===== config.mk =====
export PLATFORM = sky130hd
export DESIGN_NAME = ibram_arbiter_flat
export DESIGN_NICKNAME = d
export VERILOG_FILES = /design/src/rtl/ibram_arbiter_if.sv /design/src/rtl/ibram_arbiter.sv /design/src/flat_wrapper.sv
export SDC_FILE = /design/constraint.sdc
export NUM_CORES = 1
export LEC_CHECK = 0
export BUFFER_PORTS_ARGS = -buffer_cell sky130_fd_sc_hd__clkbuf_2
export CORE_AREA = 4 4 103 105
export DETAILED_ROUTE_END_ITERATION = 12
export DIE_AREA = 0 0 107 109
export SETUP_SLACK_MARGIN = 0.1
export SYNTH_ARGS = -nofsm -noshare
export SYNTH_HDL_FRONTEND = slang
export SYNTH_SLANG_ARGS = --single-unit

===== constraint.sdc =====
create_clock -name clk -period 1.3 [get_ports clk]
set_input_delay 0.195 -clock clk [delete_from_list [all_inputs] [get_ports clk]]
set_output_delay 0.195 -clock clk [all_outputs]
set_load 0.01 [all_outputs]

===== src/rtl/ibram_arbiter_if.sv =====
// Bus bundle between fetch / UART loader, the ibram_arbiter and the instruction BRAM port.
// The slave modport is the arbiter's view; master is the view of the surrounding logic.
interface ibram_arbiter_if;
   logic        fetch_new_request;
   logic [31:0] fetch_addr;
   logic        fetch_ready;
   logic        fetch_data_valid;
   logic [31:0] fetch_data_out;

   logic        loader_req;
   logic        loader_we;
   logic [31:0] loader_addr;
   logic [3:0]  loader_be;
   logic [31:0] loader_wdata;
   logic        loader_hold;
   logic        loader_gnt;
   logic        loader_rvalid;
   logic [31:0] loader_rdata;

   logic [29:0] bram_addr;
   logic        bram_en;
   logic [3:0]  bram_be;
   logic [31:0] bram_data_in;
   logic [31:0] bram_data_out;

   modport slave (
      input  fetch_new_request, fetch_addr,
      output fetch_ready, fetch_data_valid, fetch_data_out,
      input  loader_req, loader_we, loader_addr, loader_be, loader_wdata, loader_hold,
      output loader_gnt, loader_rvalid, loader_rdata,
      output bram_addr, bram_en, bram_be, bram_data_in,
      input  bram_data_out
   );

   modport master (
      output fetch_new_request, fetch_addr,
      input  fetch_ready, fetch_data_valid, fetch_data_out,
      output loader_req, loader_we, loader_addr, loader_be, loader_wdata, loader_hold,
      input  loader_gnt, loader_rvalid, loader_rdata,
      input  bram_addr, bram_en, bram_be, bram_data_in,
      output bram_data_out
   );
endinterface


===== src/rtl/ibram_arbiter.sv =====
// ibram_arbiter: shares the instruction BRAM port between fetch (priority) and the UART loader.
// Define IBRAM_ARB_STARVE_EN to add the loader starvation counter and forced loader slot.
module ibram_arbiter #(
   parameter int unsigned MAX_FETCH_BURST = 8
) (
   input  logic           clk,
   input  logic           rst,
   ibram_arbiter_if.slave bus
);
   typedef enum logic [1:0] {
      OWN_NONE   = 2'd0,
      OWN_FETCH  = 2'd1,
      OWN_LOADER = 2'd2
   } owner_e;

   typedef enum logic [1:0] {
      ARB_FETCH_PRI = 2'd0,
      ARB_FORCED    = 2'd1,
      ARB_HOLD      = 2'd2
   } arb_e;

   localparam logic [7:0] MAX_C = 8'(MAX_FETCH_BURST);

   owner_e      rd_owner_q;
   owner_e      rd_owner_d;
   arb_e        arb_state_s;
   logic        force_ldr_s;
   logic        fetch_ready_s;
   logic        fetch_gnt_s;
   logic        loader_gnt_s;
   logic        bram_en_s;
   logic [29:0] bram_addr_s;
   logic [3:0]  bram_be_s;
   logic [31:0] bram_data_in_s;
   logic        unused_s;

`ifdef IBRAM_ARB_STARVE_EN
   logic [7:0] starve_cnt_q;
   logic [7:0] starve_cnt_d;

   assign force_ldr_s = bus.loader_req & (starve_cnt_q == MAX_C);
   assign unused_s    = ^{bus.fetch_addr[1:0], bus.loader_addr[1:0]};

   // Counts fetch grants taken while the loader is waiting; saturates at the burst limit.
   always_comb begin
      starve_cnt_d = starve_cnt_q;
      if (!bus.loader_req || loader_gnt_s) begin
         starve_cnt_d = 8'd0;
      end else if (fetch_gnt_s && (starve_cnt_q < MAX_C)) begin
         starve_cnt_d = starve_cnt_q + 8'd1;
      end else begin
         starve_cnt_d = starve_cnt_q;
      end
   end

   // Starvation counter register.
   always_ff @(posedge clk) begin
      if (rst) begin
         starve_cnt_q <= 8'd0;
      end else begin
         starve_cnt_q <= starve_cnt_d;
      end
   end
`else
   assign force_ldr_s = 1'b0;
   assign unused_s    = ^{bus.fetch_addr[1:0], bus.loader_addr[1:0], MAX_C};
`endif

   // Arbitration mode: hold beats a forced slot, otherwise fetch has priority.
   always_comb begin
      arb_state_s = ARB_FETCH_PRI;
      if (bus.loader_hold) begin
         arb_state_s = ARB_HOLD;
      end else if (force_ldr_s) begin
         arb_state_s = ARB_FORCED;
      end else begin
         arb_state_s = ARB_FETCH_PRI;
      end
   end

   // Grant decode; fetch_ready never looks at the fetch request so no loop forms upstream.
   always_comb begin
      fetch_ready_s = 1'b0;
      fetch_gnt_s   = 1'b0;
      loader_gnt_s  = 1'b0;
      if (rst) begin
         fetch_ready_s = 1'b0;
      end else begin
         case (arb_state_s)
            ARB_FETCH_PRI: begin
               fetch_ready_s = 1'b1;
               fetch_gnt_s   = bus.fetch_new_request;
               loader_gnt_s  = bus.loader_req & ~bus.fetch_new_request;
            end
            ARB_FORCED, ARB_HOLD: begin
               loader_gnt_s = bus.loader_req;
            end
            default: begin
               fetch_ready_s = 1'b0;
            end
         endcase
      end
   end

   // BRAM port mux and next read owner; loader writes return nothing.
   always_comb begin
      bram_en_s      = 1'b0;
      bram_addr_s    = 30'd0;
      bram_be_s      = 4'd0;
      bram_data_in_s = 32'd0;
      rd_owner_d     = OWN_NONE;
      if (fetch_gnt_s) begin
         bram_en_s   = 1'b1;
         bram_addr_s = bus.fetch_addr[31:2];
         rd_owner_d  = OWN_FETCH;
      end else if (loader_gnt_s) begin
         bram_en_s      = 1'b1;
         bram_addr_s    = bus.loader_addr[31:2];
         bram_be_s      = bus.loader_we ? bus.loader_be : 4'd0;
         bram_data_in_s = bus.loader_wdata;
         rd_owner_d     = bus.loader_we ? OWN_NONE : OWN_LOADER;
      end else begin
         rd_owner_d = OWN_NONE;
      end
   end

   // Tracks who owns the data coming back from the 1-cycle BRAM read.
   always_ff @(posedge clk) begin
      if (rst) begin
         rd_owner_q <= OWN_NONE;
      end else begin
         rd_owner_q <= rd_owner_d;
      end
   end

   assign bus.fetch_ready      = fetch_ready_s;
   assign bus.loader_gnt       = loader_gnt_s;
   assign bus.bram_en          = bram_en_s;
   assign bus.bram_addr        = bram_addr_s;
   assign bus.bram_be          = bram_be_s;
   assign bus.bram_data_in     = bram_data_in_s;
   // Masking with rst drops a read granted just before reset.
   assign bus.fetch_data_valid = ~rst & (rd_owner_q == OWN_FETCH);
   assign bus.loader_rvalid    = ~rst & (rd_owner_q == OWN_LOADER);
   assign bus.fetch_data_out   = bus.bram_data_out;
   assign bus.loader_rdata     = bus.bram_data_out;
endmodule


===== src/flat_wrapper.sv =====
// flat-port wrapper written by rule: the top's interface ports become plain ports
module ibram_arbiter_flat 
#(
   parameter int unsigned MAX_FETCH_BURST = 8
)
  (clk, rst, bus_fetch_new_request, bus_fetch_addr, bus_fetch_ready, bus_fetch_data_valid, bus_fetch_data_out, bus_loader_req, bus_loader_we, bus_loader_addr, bus_loader_be, bus_loader_wdata, bus_loader_hold, bus_loader_gnt, bus_loader_rvalid, bus_loader_rdata, bus_bram_addr, bus_bram_en, bus_bram_be, bus_bram_data_in, bus_bram_data_out);
  ibram_arbiter_if bus_i ();
  input  logic clk;
  input  logic rst;
  input wire logic [$bits(bus_i.fetch_new_request)-1:0] bus_fetch_new_request;
  input wire logic [$bits(bus_i.fetch_addr)-1:0] bus_fetch_addr;
  output wire logic [$bits(bus_i.fetch_ready)-1:0] bus_fetch_ready;
  output wire logic [$bits(bus_i.fetch_data_valid)-1:0] bus_fetch_data_valid;
  output wire logic [$bits(bus_i.fetch_data_out)-1:0] bus_fetch_data_out;
  input wire logic [$bits(bus_i.loader_req)-1:0] bus_loader_req;
  input wire logic [$bits(bus_i.loader_we)-1:0] bus_loader_we;
  input wire logic [$bits(bus_i.loader_addr)-1:0] bus_loader_addr;
  input wire logic [$bits(bus_i.loader_be)-1:0] bus_loader_be;
  input wire logic [$bits(bus_i.loader_wdata)-1:0] bus_loader_wdata;
  input wire logic [$bits(bus_i.loader_hold)-1:0] bus_loader_hold;
  output wire logic [$bits(bus_i.loader_gnt)-1:0] bus_loader_gnt;
  output wire logic [$bits(bus_i.loader_rvalid)-1:0] bus_loader_rvalid;
  output wire logic [$bits(bus_i.loader_rdata)-1:0] bus_loader_rdata;
  output wire logic [$bits(bus_i.bram_addr)-1:0] bus_bram_addr;
  output wire logic [$bits(bus_i.bram_en)-1:0] bus_bram_en;
  output wire logic [$bits(bus_i.bram_be)-1:0] bus_bram_be;
  output wire logic [$bits(bus_i.bram_data_in)-1:0] bus_bram_data_in;
  input wire logic [$bits(bus_i.bram_data_out)-1:0] bus_bram_data_out;
  assign bus_i.fetch_new_request = bus_fetch_new_request;
  assign bus_i.fetch_addr = bus_fetch_addr;
  assign bus_fetch_ready = bus_i.fetch_ready;
  assign bus_fetch_data_valid = bus_i.fetch_data_valid;
  assign bus_fetch_data_out = bus_i.fetch_data_out;
  assign bus_i.loader_req = bus_loader_req;
  assign bus_i.loader_we = bus_loader_we;
  assign bus_i.loader_addr = bus_loader_addr;
  assign bus_i.loader_be = bus_loader_be;
  assign bus_i.loader_wdata = bus_loader_wdata;
  assign bus_i.loader_hold = bus_loader_hold;
  assign bus_loader_gnt = bus_i.loader_gnt;
  assign bus_loader_rvalid = bus_i.loader_rvalid;
  assign bus_loader_rdata = bus_i.loader_rdata;
  assign bus_bram_addr = bus_i.bram_addr;
  assign bus_bram_en = bus_i.bram_en;
  assign bus_bram_be = bus_i.bram_be;
  assign bus_bram_data_in = bus_i.bram_data_in;
  assign bus_i.bram_data_out = bus_bram_data_out;
  ibram_arbiter #(.MAX_FETCH_BURST(MAX_FETCH_BURST)) u_core (.clk(clk), .rst(rst), .bus(bus_i));
endmodule

==> qor.yml <==
run_status: "complete, but fails checks"
failed_checks: "negative setup slack"
area_growth_pct: 94.50
cts_tree: "yes"
critical_path_class: "in -> out"
gp_routability_congestion: 0.6946
synth_commonest_cells: "64 x buf_4, 32 x and2_1, 31 x a21oi_1, 30 x nand2_1, 30 x nand3_1"
cts_made_buffers: 3
design_power_total_mw: 1.047
grt_antenna_before_repair: 0
share_of_the_yosys_chip_area_belonging_to_registers_pct: 3.033
synth.net_count: 362
critical-path-top-cell-by-count: "buf_6"
period_minus_slack_ns: 1.322
final_net_count: 477
crit_arrival_ns: 1.13
die_area_mm2: 0.01166
static-leakage-power_nw: 1.366
critPathMaxFanout: 8
route.vias.total: 1884
cts.sinks: 2
synth_area_leaders: "buf_4 36%, and2_1 15%, a21oi_1 12%"
timing.critical_path.required_ns: 1.11
setup_viol: 13
drv_cap: 0
grt_pass1_wl_um: 8680
n_antenna_cell: 0
synthCells: 224
synth.most_common_cell: "buf_4"
critical_path.endpoint_type: "output pin"
drt_iter0_markers: 106
holdBufCountCts: 0
yosys.cell_types.count: 19
floorplan.core_area_mm2: 0.009639
number_of_ports_placed_on_the_die_boundary: 273
detail_route.wl_per_cell_um: 15.43
ctsRootBufferMaster: "clkbuf_8"
worst_max_slew_pin_slew_ns: 0.3113
critical-path-slowest-cell: "buf_6"
count_of_flip_flops_with_a_built_in_enable_after_synthesis: 0
pre_cts_slack_ns: -0.06239
syn_warnings: 0
row_count: 36
timing.hold.worst.class: "in -> reg"
dr.pass1.iters: 4
grt_start_max_net_pins: 35
final.setup.worst_slack_ns: -0.02150
final_routed_drc_violation_total: 0
peakVddDrop_v: 0.0002828
numPortBuffers: 172
cts_buffer_depth: 2
finalCritPeriodShare_pct: 101.7
grt-ovfl-total: 0
syn_avg_cell_area_um2: 5.893
drt-vias-per-instance: 4.009
clk_pin_slew_ns: 0.03
die_width_um: 107
max_freq_mhz: 756.7
finalHoldViolCount: 0
reg.largest.list: "u_core.rd_owner_q (2)"
mappedNetlistArea_mm2: 0.001320
utilization_after_layout_pct: 26.64
synth_top_cell_by_area: "buf_4"
slew_headroom_pct: 79.24
critical-path-top-delay-family: "buffers and inverters"
grt_use_total_pct: 9.214
starting_utilization_of_the_core_area_pct: 13.69
synth-async-reset-ratio_pct: 0
yosys_register_bits: 2
powerDensity_mw_per_mm2: 407.9
max_reg_flops: 2
die_h_um: 109
synth-main-ff-cell: "dfxtp_1"
critical_path.startpoint_type: "primary input"
detailed_place_hpwl_um: 5200
unrepaired_setup_endpoints_after_global_routing: "true"
htree_num_levels: 1
area_share_of_the_largest_cell_type_after_synthesis_pct: 36.40
slew_violations: 0
detail-route-antenna-nets: 0
crit_chain: "buf_8 > nor2b_4 > nor3_4 > buf_6 > clkbuf_16 > and2_4 > buf_6"
drive_above_1_share_pct: 75.96
critical_path_buf_inv_count: 4
finalWirelength_um: 7252
top_register: "u_core.rd_owner_q"
timing.critical_path.slowest_cell_delay_ns: 0.18
final.fill_count: 1101
number_of_global_route_vias_before_repair: 1781
==> routing by layer <==
metal | global-route usage (%) | routed length [um] | vias up
li1 | - | - | 886
met3 | 3.434 | 715 | 29
met2 | 16.59 | 3662 | 115
met1 | 9.502 | 2619 | 854
met5 | 0 | 0 | -
met4 | 4.292 | 255 | 0
==> worst paths after layout <==
kind	from	to	slack, ns	cells past startpoint
worst min-delay path	bus_loader_we	u_core.rd_owner_q[1]	0.20	2
worst max-delay path	bus_fetch_new_request	bus_bram_data_in[0]	-0.02	7
==> where the power goes <==
part / total, mW / internal, mW / switching [mW]
sequential: 0.0652 / 0.0643 / 0.000905
clock: 0.252 / 0.196 / 0.0560
combinational: 0.730 / 0.405 / 0.325
total: 1.05 / 0.665 / 0.382
==> final cells by class <==
type                            instances  area (um2)  share of cell area (%)
Inverter                                4       17.52                  0.6823
Clock buffer                            3       41.29                   1.608
Sequential cell                         2       40.04                   1.559
Multi-Input combinational cell        136       899.6                   35.04
Tap cell                              133       166.4                   6.482
Timing Repair Buffer                  192        1403                   54.63
==> kinds of logic (layout without fill, tap and decap cells) <==
family          after synthesis  count (layout)  synth area share (%)
compound gates               31              31                 11.75
simple gates                105             105                 41.42
flops                         2               2                 3.033
buf+inv                      86             199                 43.79
==> per-stage QoR <==
step	std cells	hold WS (ns)	setup TNS, ns	area (um2)
CTS	460	0.1945	-0.003739	2027
global placement	456	0.3901	-0.4529	1892
floorplan	224	0.2737	0	1320
detailed placement	456	0.3901	-0.7410	1892
global route	470	0.2187	-1.475	2567
finish	470	0.1967	-0.1393	2567
==> cell usage in the layout, fill, tap and decap left out, types with 4 or more instances in the layout <==
master / count
nand2_1: 25
buf_2: 34
buf_6: 39
buf_4: 5
nand3_2: 4
and2_4: 31
buf_8: 4
clkbuf_2: 102
clkbuf_16: 5
nand3_1: 26
a21oi_2: 14
a21oi_1: 17
==> repair_timing <==
item | 4_1_cts | 5_1_grt
cloned | 0 | 8
setup endpoints to repair | 67 | 69
gates resized for setup | 22 | 158
setup buffers | 1 | 2
pin swaps | 3 | 37
Note: power is estimated with default switching activity, not from simulation.
